`src/rtl/alu_arbiter.sv`:
```
// Round-robin arbiter sharing one combinational ALU (add/xor/sll) between two requesters.
// Each operation runs accept -> EXEC -> RESP with a registered, handshaked response.
module alu_arbiter #(
    parameter int unsigned WIDTH = 32
) (
    input  logic             clk,
    input  logic             rst_n,

    input  logic             req0_valid,
    output logic             req0_ready,
    input  logic [3:0]       req0_op,
    input  logic [WIDTH-1:0] req0_a,
    input  logic [WIDTH-1:0] req0_b,

    input  logic             req1_valid,
    output logic             req1_ready,
    input  logic [3:0]       req1_op,
    input  logic [WIDTH-1:0] req1_a,
    input  logic [WIDTH-1:0] req1_b,

    output logic             rsp0_valid,
    input  logic             rsp0_ready,
    output logic             rsp1_valid,
    input  logic             rsp1_ready,

    output logic [WIDTH-1:0] rsp_result,
    output logic             rsp_zero,
    output logic             rsp_illegal,
    output logic             busy
);

    localparam logic [3:0] OP_ADD = 4'b0010;
    localparam logic [3:0] OP_XOR = 4'b0011;
    localparam logic [3:0] OP_SLL = 4'b0100;

    typedef enum logic [1:0] {
        StIdle,
        StExec,
        StResp
    } state_e;

    state_e           state;
    logic             owner;
    logic             last_grant;
    logic [3:0]       op_q;
    logic [WIDTH-1:0] a_q;
    logic [WIDTH-1:0] b_q;
    logic [WIDTH-1:0] result_q;
    logic             zero_q;
    logic             illegal_q;
    logic             rsp0_valid_q;
    logic             rsp1_valid_q;
    logic             busy_q;

    logic             grant;
    logic             accept;
    logic             rsp_handshake;

    // Arbitration: a lone requester always wins; a tie goes to the one not served last.
    always_comb begin
        if (req0_valid && req1_valid) begin
            grant = ~last_grant;
        end else begin
            grant = req1_valid;
        end
    end

    // Gated by rst_n so nothing is accepted while reset is held.
    assign accept     = rst_n && (state == StIdle) && (req0_valid || req1_valid);
    assign req0_ready = accept && !grant;
    assign req1_ready = accept && grant;

    assign rsp_handshake = owner ? rsp1_ready : rsp0_ready;

    logic [3:0]       alu_op;
    logic [WIDTH-1:0] alu_a;
    logic [WIDTH-1:0] alu_b;
    logic [WIDTH-1:0] alu_result;
    logic             alu_zero;
    logic             op_legal;

    assign alu_op = op_q;
    assign alu_a  = a_q;
    assign alu_b  = b_q;

    // Shared ALU; Zero flags inequality of the operands, not a zero result.
    always_comb begin
        alu_result = '0;
        op_legal   = 1'b1;
        case (alu_op)
            OP_ADD:  alu_result = alu_a + alu_b;
            OP_XOR:  alu_result = alu_a ^ alu_b;
            OP_SLL:  alu_result = alu_a << alu_b;
            default: op_legal   = 1'b0;
        endcase
        alu_zero = (alu_a != alu_b);
    end

    always_ff @(posedge clk) begin
        if (!rst_n) begin
            state        <= StIdle;
            owner        <= 1'b0;
            last_grant   <= 1'b1;
            op_q         <= '0;
            a_q          <= '0;
            b_q          <= '0;
            result_q     <= '0;
            zero_q       <= 1'b0;
            illegal_q    <= 1'b0;
            rsp0_valid_q <= 1'b0;
            rsp1_valid_q <= 1'b0;
            busy_q       <= 1'b0;
        end else begin
            case (state)
                StIdle: begin
                    if (accept) begin
                        op_q       <= grant ? req1_op : req0_op;
                        a_q        <= grant ? req1_a : req0_a;
                        b_q        <= grant ? req1_b : req0_b;
                        owner      <= grant;
                        last_grant <= grant;
                        busy_q     <= 1'b1;
                        state      <= StExec;
                    end
                end
                StExec: begin
                    // Unsupported codes return 0 rather than whatever the ALU leaves on its output.
                    result_q     <= op_legal ? alu_result : '0;
                    zero_q       <= alu_zero;
                    illegal_q    <= ~op_legal;
                    rsp0_valid_q <= ~owner;
                    rsp1_valid_q <= owner;
                    state        <= StResp;
                end
                StResp: begin
                    if (rsp_handshake) begin
                        rsp0_valid_q <= 1'b0;
                        rsp1_valid_q <= 1'b0;
                        busy_q       <= 1'b0;
                        state        <= StIdle;
                    end
                end
                default: begin
                    state <= StIdle;
                end
            endcase
        end
    end

    assign rsp0_valid  = rsp0_valid_q;
    assign rsp1_valid  = rsp1_valid_q;
    assign rsp_result  = result_q;
    assign rsp_zero    = zero_q;
    assign rsp_illegal = illegal_q;
    assign busy        = busy_q;

endmodule

```
`config.mk`:
```
export PLATFORM = sky130hd
export DESIGN_NAME = alu_arbiter
export DESIGN_NICKNAME = d
export VERILOG_FILES = /design/src/rtl/alu_arbiter.sv
export SDC_FILE = /design/constraint.sdc
export NUM_CORES = 1
export LEC_CHECK = 0
export BUFFER_PORTS_ARGS = -buffer_cell sky130_fd_sc_hd__buf_2
export CAP_MARGIN = 20
export CELL_PAD_IN_SITES_DETAIL_PLACEMENT = 1
export CELL_PAD_IN_SITES_GLOBAL_PLACEMENT = 1
export CORE_UTILIZATION = 30
export DETAILED_ROUTE_END_ITERATION = 7
export GPL_ROUTABILITY_DRIVEN = 0
export PLACE_DENSITY = 0.62
export SLEW_MARGIN = 20
export SYNTH_ARGS = -nofsm -noshare
export SYNTH_HDL_FRONTEND = slang
export SYNTH_SLANG_ARGS = --single-unit
```
`constraint.sdc`:
```
create_clock -name clk -period 3 [get_ports clk]
set_clock_uncertainty 0.1 [all_clocks]
set_input_delay 0.3 -clock clk [delete_from_list [all_inputs] [get_ports clk]]
set_output_delay 0.3 -clock clk [all_outputs]
set_load 0.03 [all_outputs]
```
After elaboration in Yosys (flattened, before gate mapping)
Index checks and enable logic that the tools add are counted.
- reduce and logical (&&, ||, !) cells: 15
- shift-type cells: 1
- multiplexer cells: 16
- add/subtract/negate cells: 1
- equality and inequality tests: 8
- bitwise gates (word level): 4
- operators by type and width (kind ; number):
    $mux 32 ; 3
    $pmux 32 s3 ; 1
    $add 32x32->32 ; 1
    $ne 32x32->1 ; 1
    $shl 32x32->32 ; 1
    $xor 32x32->32 ; 1
    $eq 4x2->1 const B ; 2
    $pmux 1 s2 ; 3
    $pmux 2 s3 ; 1
    $reduce_and 2->1 ; 3
    $logic_and 1x1->1 ; 5
    $mux 1 ; 5
    $eq 4x3->1 const B ; 1
    $mux 2 ; 2
    $mux 4 ; 1
    $ne 2x2->1 const B ; 2
    $reduce_bool 2->1 ; 2
    $not 1->1 ; 3
    $reduce_and 3->1 ; 1
    $reduce_or 3->1 ; 1
    $eq 2x1->1 const B ; 1
    $eq 2x2->1 const B ; 1
    $logic_not 2->1 ; 1
    $logic_not 1->1 ; 1
    $logic_or 1x1->1 ; 1
- flip-flop bits (word level): 109
- word-level logic and storage cells: 57
- bits of input ports: 142

Logic depth before layout (Yosys ltp)
Gate-level depths: netlist of the first run.
- depth after elaboration: 5
- depth in mapped cells: 11
- gate-level depth less buffers: 11

Least setup slack after synthesis of the first run
No wires, ideal clock.
- path kind: reg-to-reg
- start point: register a_q[14]
- end point: register result_q[29] (netlist: rsp_result[29])
- path slack: 0.379 ns
- clock period less this slack: 2.621 ns
- setup time: 0.117 ns
- cell stages (with the launch flop): 12
- arrival time: 2.403 ns
- path through: dfxtp_1 -> ha_1 -> clkbuf_1 -> a21o_1 -> o21bai_1 -> a221oi_1 -> nand2b_1 -> a21boi_1 -> o31a_1 -> or3_1 -> a31oi_1 -> nor2_1
- word-level cells in the longest chain between the ends: 3
- elaborated cells between the ends (all ways): 4
- ends and longest elaborated chain (what ; RTL line ; text):
    from (decl) ; 46 ; logic [WIDTH-1:0] a_q;
    from (signal assigned) ; 118 ; a_q <= grant ? req1_a : req0_a;
    $add 32x32->32 / $shl 32x32->32 (equally long branches) ; 91, 93 ;
    $pmux 32 s3 * ; 90 ; case (alu_op)
    $mux 32 * ; 128 ; result_q <= op_legal ? alu_result : '0;
    to (signal assigned) ; 128 ;
    to (decl) ; 48 ; logic [WIDTH-1:0] result_q;
Every way passes the cells marked *; elsewhere a longest branch is shown, timed or not.
A chain may end at the register's enable or synchronous reset.

Worst setup path after layout of the first run
- start point: register b_q[1] (netlist: alu_b[1])
- end point: register result_q[21] (netlist: rsp_result[21])
- word-level cells in the longest chain between the ends: 3
- elaborated cells between the ends (all ways): 4
- ends and longest elaborated chain (what ; RTL line ; text):
    from (decl) ; 47 ; logic [WIDTH-1:0] b_q;
    from (signal assigned) ; 119 ; b_q <= grant ? req1_b : req0_b;
    $add 32x32->32 / $shl 32x32->32 (equally long branches) ; 91, 93 ;
    $pmux 32 s3 * ; 90 ;
    $mux 32 * ; 128 ;
Marks and branches as above.

==> results_dict.tcl, run 1 <==
set metrics [dict create \
    outcome "finished, final reports clean" \
    cts_tree "yes" \
    drt-initial-drc-count 545 \
    busiest_layer "met2" \
    finalCritPeriodShare 0.9755 \
    post_cts_buffers 0 \
    peakVddDrop_v 0.0002955 \
    ys_warn_count 0 \
    async_flop_share 0 \
    maxCapViolCount 0 \
    hpwl_um 28430 \
    syn_area_sq_mm 0.008152 \
    vias_per_cell 5.652 \
    use_met2 0.4026 \
    synth_seq_cells 109 \
    cp_max_fo 19 \
    post_route_cells_drive_above_1_share 0.2837 \
    power_mw 4.922 \
    finalHoldViolCount 0 \
    slew_headroom 0.5066 \
    fmax_ghz 0.3417 \
    slowest_delay_ps 490 \
    endpoint_kind "register" \
    reg2reg_depth 8 \
    cp-start-kind "register" \
    power_leakage_nw 4.181 \
    use_met3 0.03683 \
    hold_ws_ps 160.5 \
    clk_path_buf_depth 2 \
    start_util 0.3093 \
    fin_ws_ps 73.50 \
    drt-pass1-iter-count 5 \
    rsz0062_at_grt "true" \
    cts-root-buf "clkbuf_16" \
    drc_errors 0 \
    grt.total_usage 0.2557 \
    clkTransAtPathRegs_ps 80 \
    yosysTopAreaCell "dfxtp_1" \
    fin_nets 1357 \
    cts-htree-levels 3 \
    power_per_cell_area_mw_per_mm2 483.9 \
    synthCells 993 \
    met1_usage 0.3473 \
    crit_cells 8 \
    path_buf_inv 1 \
    rows 59 \
    die_y_um 166.8 \
    slowest_stage "dfxtp_2" \
    syn-mean-instance-area_sq_um 8.209 \
    synth-edff-count 0 \
    diodes 0 \
    grt.overflow.total 0 \
    post_drt_wl_per_cell_um 23.16 \
    num_vias 8608 \
    synth_top_area_share 0.2677 \
    cts_made_buffers 9 \
    tns_ps 0 \
    path_delay_family "compound AO/OA/AOI/OAI gates" \
    crit_chain "buf_4 -> mux2_2 -> o21ai_0 -> o21ai_0 -> a22o_1 -> a22o_1 -> a211oi_1 -> nor3_1" \
    setup_viol 0 \
    whs_path_depth 3 \
    layout.cells.most_common "buf_2" \
    ant_nets 0 \
    ys.flop_type "dfxtp_1" \
    io_buffers 180 \
    final_cell_mix "buf_2, nor2_1, mux2i_1, dfxtp_1, buf_4" \
    ios 181 \
    drv_slew 0 \
    dpl_worst_slack_ps -32.30 \
    antenna_found_initial 0 \
    syn2layout_area_growth_pct 24.77 \
    worst_pin_slew_ps 738.2 \
    syn_nets 1167 \
    core_sq_mm 0.02635 \
    cts.sinks 109 \
    grt_max_degree 46 \
    final_cell_count_no_fill 1523 \
    ys_types 69 \
    grt_pass1_wl_um 53700 \
    clk_latency_ps 380 \
    worstSetupPathType "register to register" \
    holdCritPathClass "input port to register" \
    dieArea_sq_mm 0.02784 \
    fp.dieW_um 166.8 \
    placed_cells 1507 \
    grt_pass1_vias 8595 \
    fin_crit_ps 2927 \
    seq_area_frac_synth 0.2677 \
    cts_hold_buf 0 \
    synth_area_leaders "dfxtp_1, mux2i_1, a211oi_1, nor2_1, ha_1" \
    arrival_ps 3070 \
    wl_um 35280 \
    required_ps 3140 \
]
-- per-layer routing --
metal	routed length [um]	share of wire
met1	15880	0.45
met2	15980	0.45
met4	1348	0.038
met5	0	0
met3	2066	0.059
-- per-stage QoR --
| stage | utilization | area (sq um) |
|---|---|---|
| 3_5_place_dp | 0.3706 | 9767 |
| 6_report | 0.3859 | 10170 |
| 2_1_floorplan | - | 8152 |
| 5_1_grt | 0.3859 | 10170 |
| 4_1_cts | 0.3833 | 10100 |
| 3_3_place_gp | 0.3706 | 9767 |
-- final timing paths --
path                   start             end  slack (ps)
setup / recovery    alu_b[1]  rsp_result[21]          70
hold / removal     req0_b[1]        alu_b[1]         160
hold reg to reg   rsp1_valid      rsp1_valid         360
setup reg to reg    alu_b[1]  rsp_result[21]          70
-- sequential cells by signal, summed over array words and instances (netlist names) --
register / flops
a_q: 32
alu_b: 32
rsp_result: 32
alu_op: 4
state: 2
busy: 1
last_grant: 1
owner: 1
rsp0_valid: 1
rsp1_valid: 1
rsp_illegal: 1
rsp_zero: 1
-- Yosys cell counts (all sizes together) (3+ instances only) --
master and n:
o21bai 4, or2 3, nand2b 8, o22ai 14, nor3b 3, a22o 9
o221ai 4, a31oi 7, xnor2 21, a22oi 15, nand3 8, o211ai 5
o21ai 55, mux2 10, a21boi 3, a211o 3, buf 22, nor2 141
mux4 16, a211oi 74, ha 31, or3 8, inv 13, a2111oi 3
o21a 5, dfxtp 109, clkbuf 57, mux2i 114, nor3 17, a221oi 7
a21o 14, and2 3, nor2b 9, o31a 5, nor4 17, nand2 60
nand4 5, and3 4, a21oi 68
-- report_power, final --
part / internal, mW / switching (mW)
registers: 1.56 / 0.141
clock network: 0.745 / 0.648
logic: 0.719 / 1.10
-- worst min-delay path, stage by stage --
cell and delay [ps]:
buf_2 90, mux2i_1 120, a211oi_1 80
-- area by class of cell --
| class | count | area [sq um] |
|---|---|---|
| inverters | 13 | 51.30 |
| repair buffers | 258 | 1524 |
| well taps | 335 | 419.2 |
| clock buffers | 10 | 229.0 |
| flip-flops and latches | 109 | 2186 |
| clock inverters | 6 | 95.09 |
| multi-input cells | 792 | 5667 |
| fillers | 3176 | 16180 |
-- logic make-up (layout without fill, tap and decap cells) --
kind of cell               after synthesis  after routing  synth area share
xor gates and xnor gates                23             23           0.02471
buffers and inverters                   92            287           0.04819
and+or+nand+nor                        290            290            0.1618
DFF                                    109            109            0.2677
muxes                                  140            140            0.1980
AOI/OAI and AO/OA                      307            307            0.2496
adders and majority gates               32             32           0.05004
-- what timing repair did --
item	4_1_cts	5_1_grt
pin swaps	0	4
resized for setup	4	17
endpoints found under the setup margin	6	12
No activity file was read; power rests on OpenSTA's default activity.
==> inputs of run 2 (changes only) <==
Settings changed: ABC_AREA set to 1, PLACE_DENSITY 0.62 to 0.66.
==> run 2 against run 1 <==
  * Global-route usage increased by 2.3 points
  * Synthesized cell count increased by 40%
  * Worst hold slack got worse by 98 ps
  * Combinational power decreased by 19%
  * Utilization decreased by 1.9 points
  * Register-to-register slack improved by 50 ps
  * Cell count increased by 27%
  * First-iteration DRC count increased by 56%
  * Sequential power decreased by 3%
  * Non-clock buffer count decreased by 27
  * Routed wire length increased by 13%
  * Synthesized area increased by 3.7%
  * Critical endpoint is now rsp_result[22]
  * Largest power group is now registers
==> results_dict.tcl, run 2 <==
set metrics [dict create \
    outcome "finished, final reports clean" \
    vias_per_cell 5.438 \
    required_ps 3180 \
    cp_max_fo 7 \
    ys.flop_type "dfxtp_1" \
    final_cell_mix "nand2_1, buf_2, nand3_1, dfxtp_1, a21oi_1" \
    arrival_ps 3060 \
    drv_slew 0 \
    cts-root-buf "clkbuf_16" \
    cts-htree-levels 3 \
    finalCritPeriodShare 0.9593 \
    clk_latency_ps 390 \
    p_int_mw 2.597 \
    wl_um 39870 \
    post_cts_buffers 0 \
    peakVddDrop_v 0.0002859 \
    cts.sinks 109 \
    fin_ws_ps 122.1 \
    grt_pass1_wl_um 60920 \
    synth-edff-count 0 \
    fin_crit_ps 2878 \
    rsz0062_at_grt "false" \
    setup_viol 0 \
    fin_nets 1728 \
    io_buffers 180 \
    multi_input_area_sq_mm 0.005614 \
    slew_headroom 0.5146 \
    grt_pass1_vias 10370 \
    die_y_um 169.9 \
    grt.overflow.total 0 \
    cts_resized 0 \
    cts_hold_buf 0 \
    cp-start-kind "register" \
    endpoint_kind "register" \
    hold_ws_ps 62.16 \
    ios 181 \
    syn_area_sq_mm 0.008454 \
    placed_cells 1921 \
    dpl_worst_slack_ps 109.7 \
    swShare 0.4132 \
    rows 61 \
    worstSetupPathType "register to register" \
    yosysTopAreaCell "dfxtp_1" \
    power_leakage_nw 4.379 \
    synth_seq_cells 109 \
    power_per_cell_area_mw_per_mm2 433.7 \
    maxCapViolCount 0 \
    synth_area_leaders "dfxtp_1, nand2_1, nand3_1, a21oi_1, a31oi_1" \
    final_cell_count_no_fill 1937 \
    tns_ps 0 \
    antenna_found_initial 0 \
    start_util 0.3043 \
    ys_warn_count 0 \
    synthCells 1393 \
    hpwl_um 31930 \
    drc_errors 0 \
    syn_nets 1567 \
    nFillCells 3798 \
    post_route_cells_drive_above_1_share 0.1841 \
    fp.dieW_um 169.9 \
    pwr-share-clk 0.293 \
    grt_max_degree 67 \
    core_sq_mm 0.02778 \
    p_comb_frac 0.332 \
    diodes 0 \
    syn-mean-instance-area_sq_um 6.069 \
    regArea_sq_mm 0.002183 \
    cts_made_buffers 9 \
    dieArea_sq_mm 0.02886 \
    utilization 0.3673 \
    ys_types 55 \
    num_vias 10530 \
    syn2layout_area_growth_pct 20.70 \
    post_drt_wl_per_cell_um 20.58 \
    finalHoldViolCount 0 \
    ant_nets 0 \
    synth_common_cells "nand2_1, nand3_1, dfxtp_1" \
    switchingPower_mw 1.829 \
    fmax_ghz 0.3475 \
    cts_tree "yes" \
    async_flop_share 0 \
    clk_path_buf_depth 2 \
    layout.cells.most_common "nand2_1" \
    holdCritPathClass "input port to register" \
    seqPwrFrac 0.375 \
    drt-initial-drc-count 848 \
    drt-pass1-iter-count 5 \
    seq_area_frac_synth 0.2581 \
    yosysMostFrequentCell "nand2_1" \
    synth_top_area_share 0.2581 \
    grt.total_usage 0.2787 \
    worst_pin_slew_ps 728.1 \
    clkTransAtPathRegs_ps 90 \
]
[run 2: cell type report]
cell class	instances	share of cell area
Multi-Input combinational cell	1122	0.5501
Sequential cell	109	0.2140
Timing Repair Buffer	231	0.1295
Tap cell	378	0.04635
Inverter	81	0.03041
Clock buffer	9	0.02207
Clock inverter	7	0.007602
[run 2: per-stage QoR]
step | instance area (sq um) | total power [mW]
after floorplan | 8454 | 2.559
after global placement | 9897 | 3.113
after detailed placement | 9897 | 3.128
after CTS | 10200 | 4.421
after global routing | 10200 | 4.618
final | 10200 | 4.426
[run 2: path summary, 6_finish.rpt]
| check | startpoint | end | slack, ps | depth (start not counted) |
|---|---|---|---|---|
| worst min register to register | state[0] | state[0] | 360 | 1 |
| worst max register to register | a_q[21] | rsp_result[22] | 120 | 12 |
| worst min-delay path | req0_a[16] | a_q[16] | 60 | 3 |
| worst max-delay path | a_q[21] | rsp_result[22] | 120 | 12 |
[run 2: per-layer routing]
layer | vias up | global-route usage | part of all wire
li1 | 5092 | - | -
met1 | 5030 | 0.3926 | 0.47
met2 | 349 | 0.4252 | 0.43
met3 | 62 | 0.04000 | 0.063
met4 | 0 | 0.1089 | 0.034
met5 | - | 0 | 0
[run 2: power groups by stage]
stage          combinational [mW]  clock (mW)  sequential, mW
2_1_floorplan               0.874           0            1.69
6_report                     1.47        1.30            1.66
3_3_place_gp                 1.42           0            1.69
5_1_grt                      1.60        1.35            1.67
4_1_cts                      1.44        1.32            1.66
3_5_place_dp                 1.43           0            1.69
[run 2: cell families (layout without fill, tap and decap cells)]
group / after synthesis / after routing / synth area share
adders and majority gates: 32 / 32 / 0.04825
and+or+nand+nor: 785 / 785 / 0.4003
buffers and inverters: 162 / 328 / 0.08036
AOI/OAI and AO/OA: 301 / 301 / 0.2088
DFF: 109 / 109 / 0.2581
xor gates and xnor gates: 4 / 4 / 0.004145
[run 2: critical path, stage by stage, from the launching register on]
cell and delay [ps]:
dfxtp_1 420, ha_1 480, nand2_1 180, nor2_1 130, inv_1 60, nor3_1 490
nand4_1 220, nand3_1 120, nand2_1 50, nand3_1 70, o211ai_1 150, a21oi_1 220
nor2_1 60
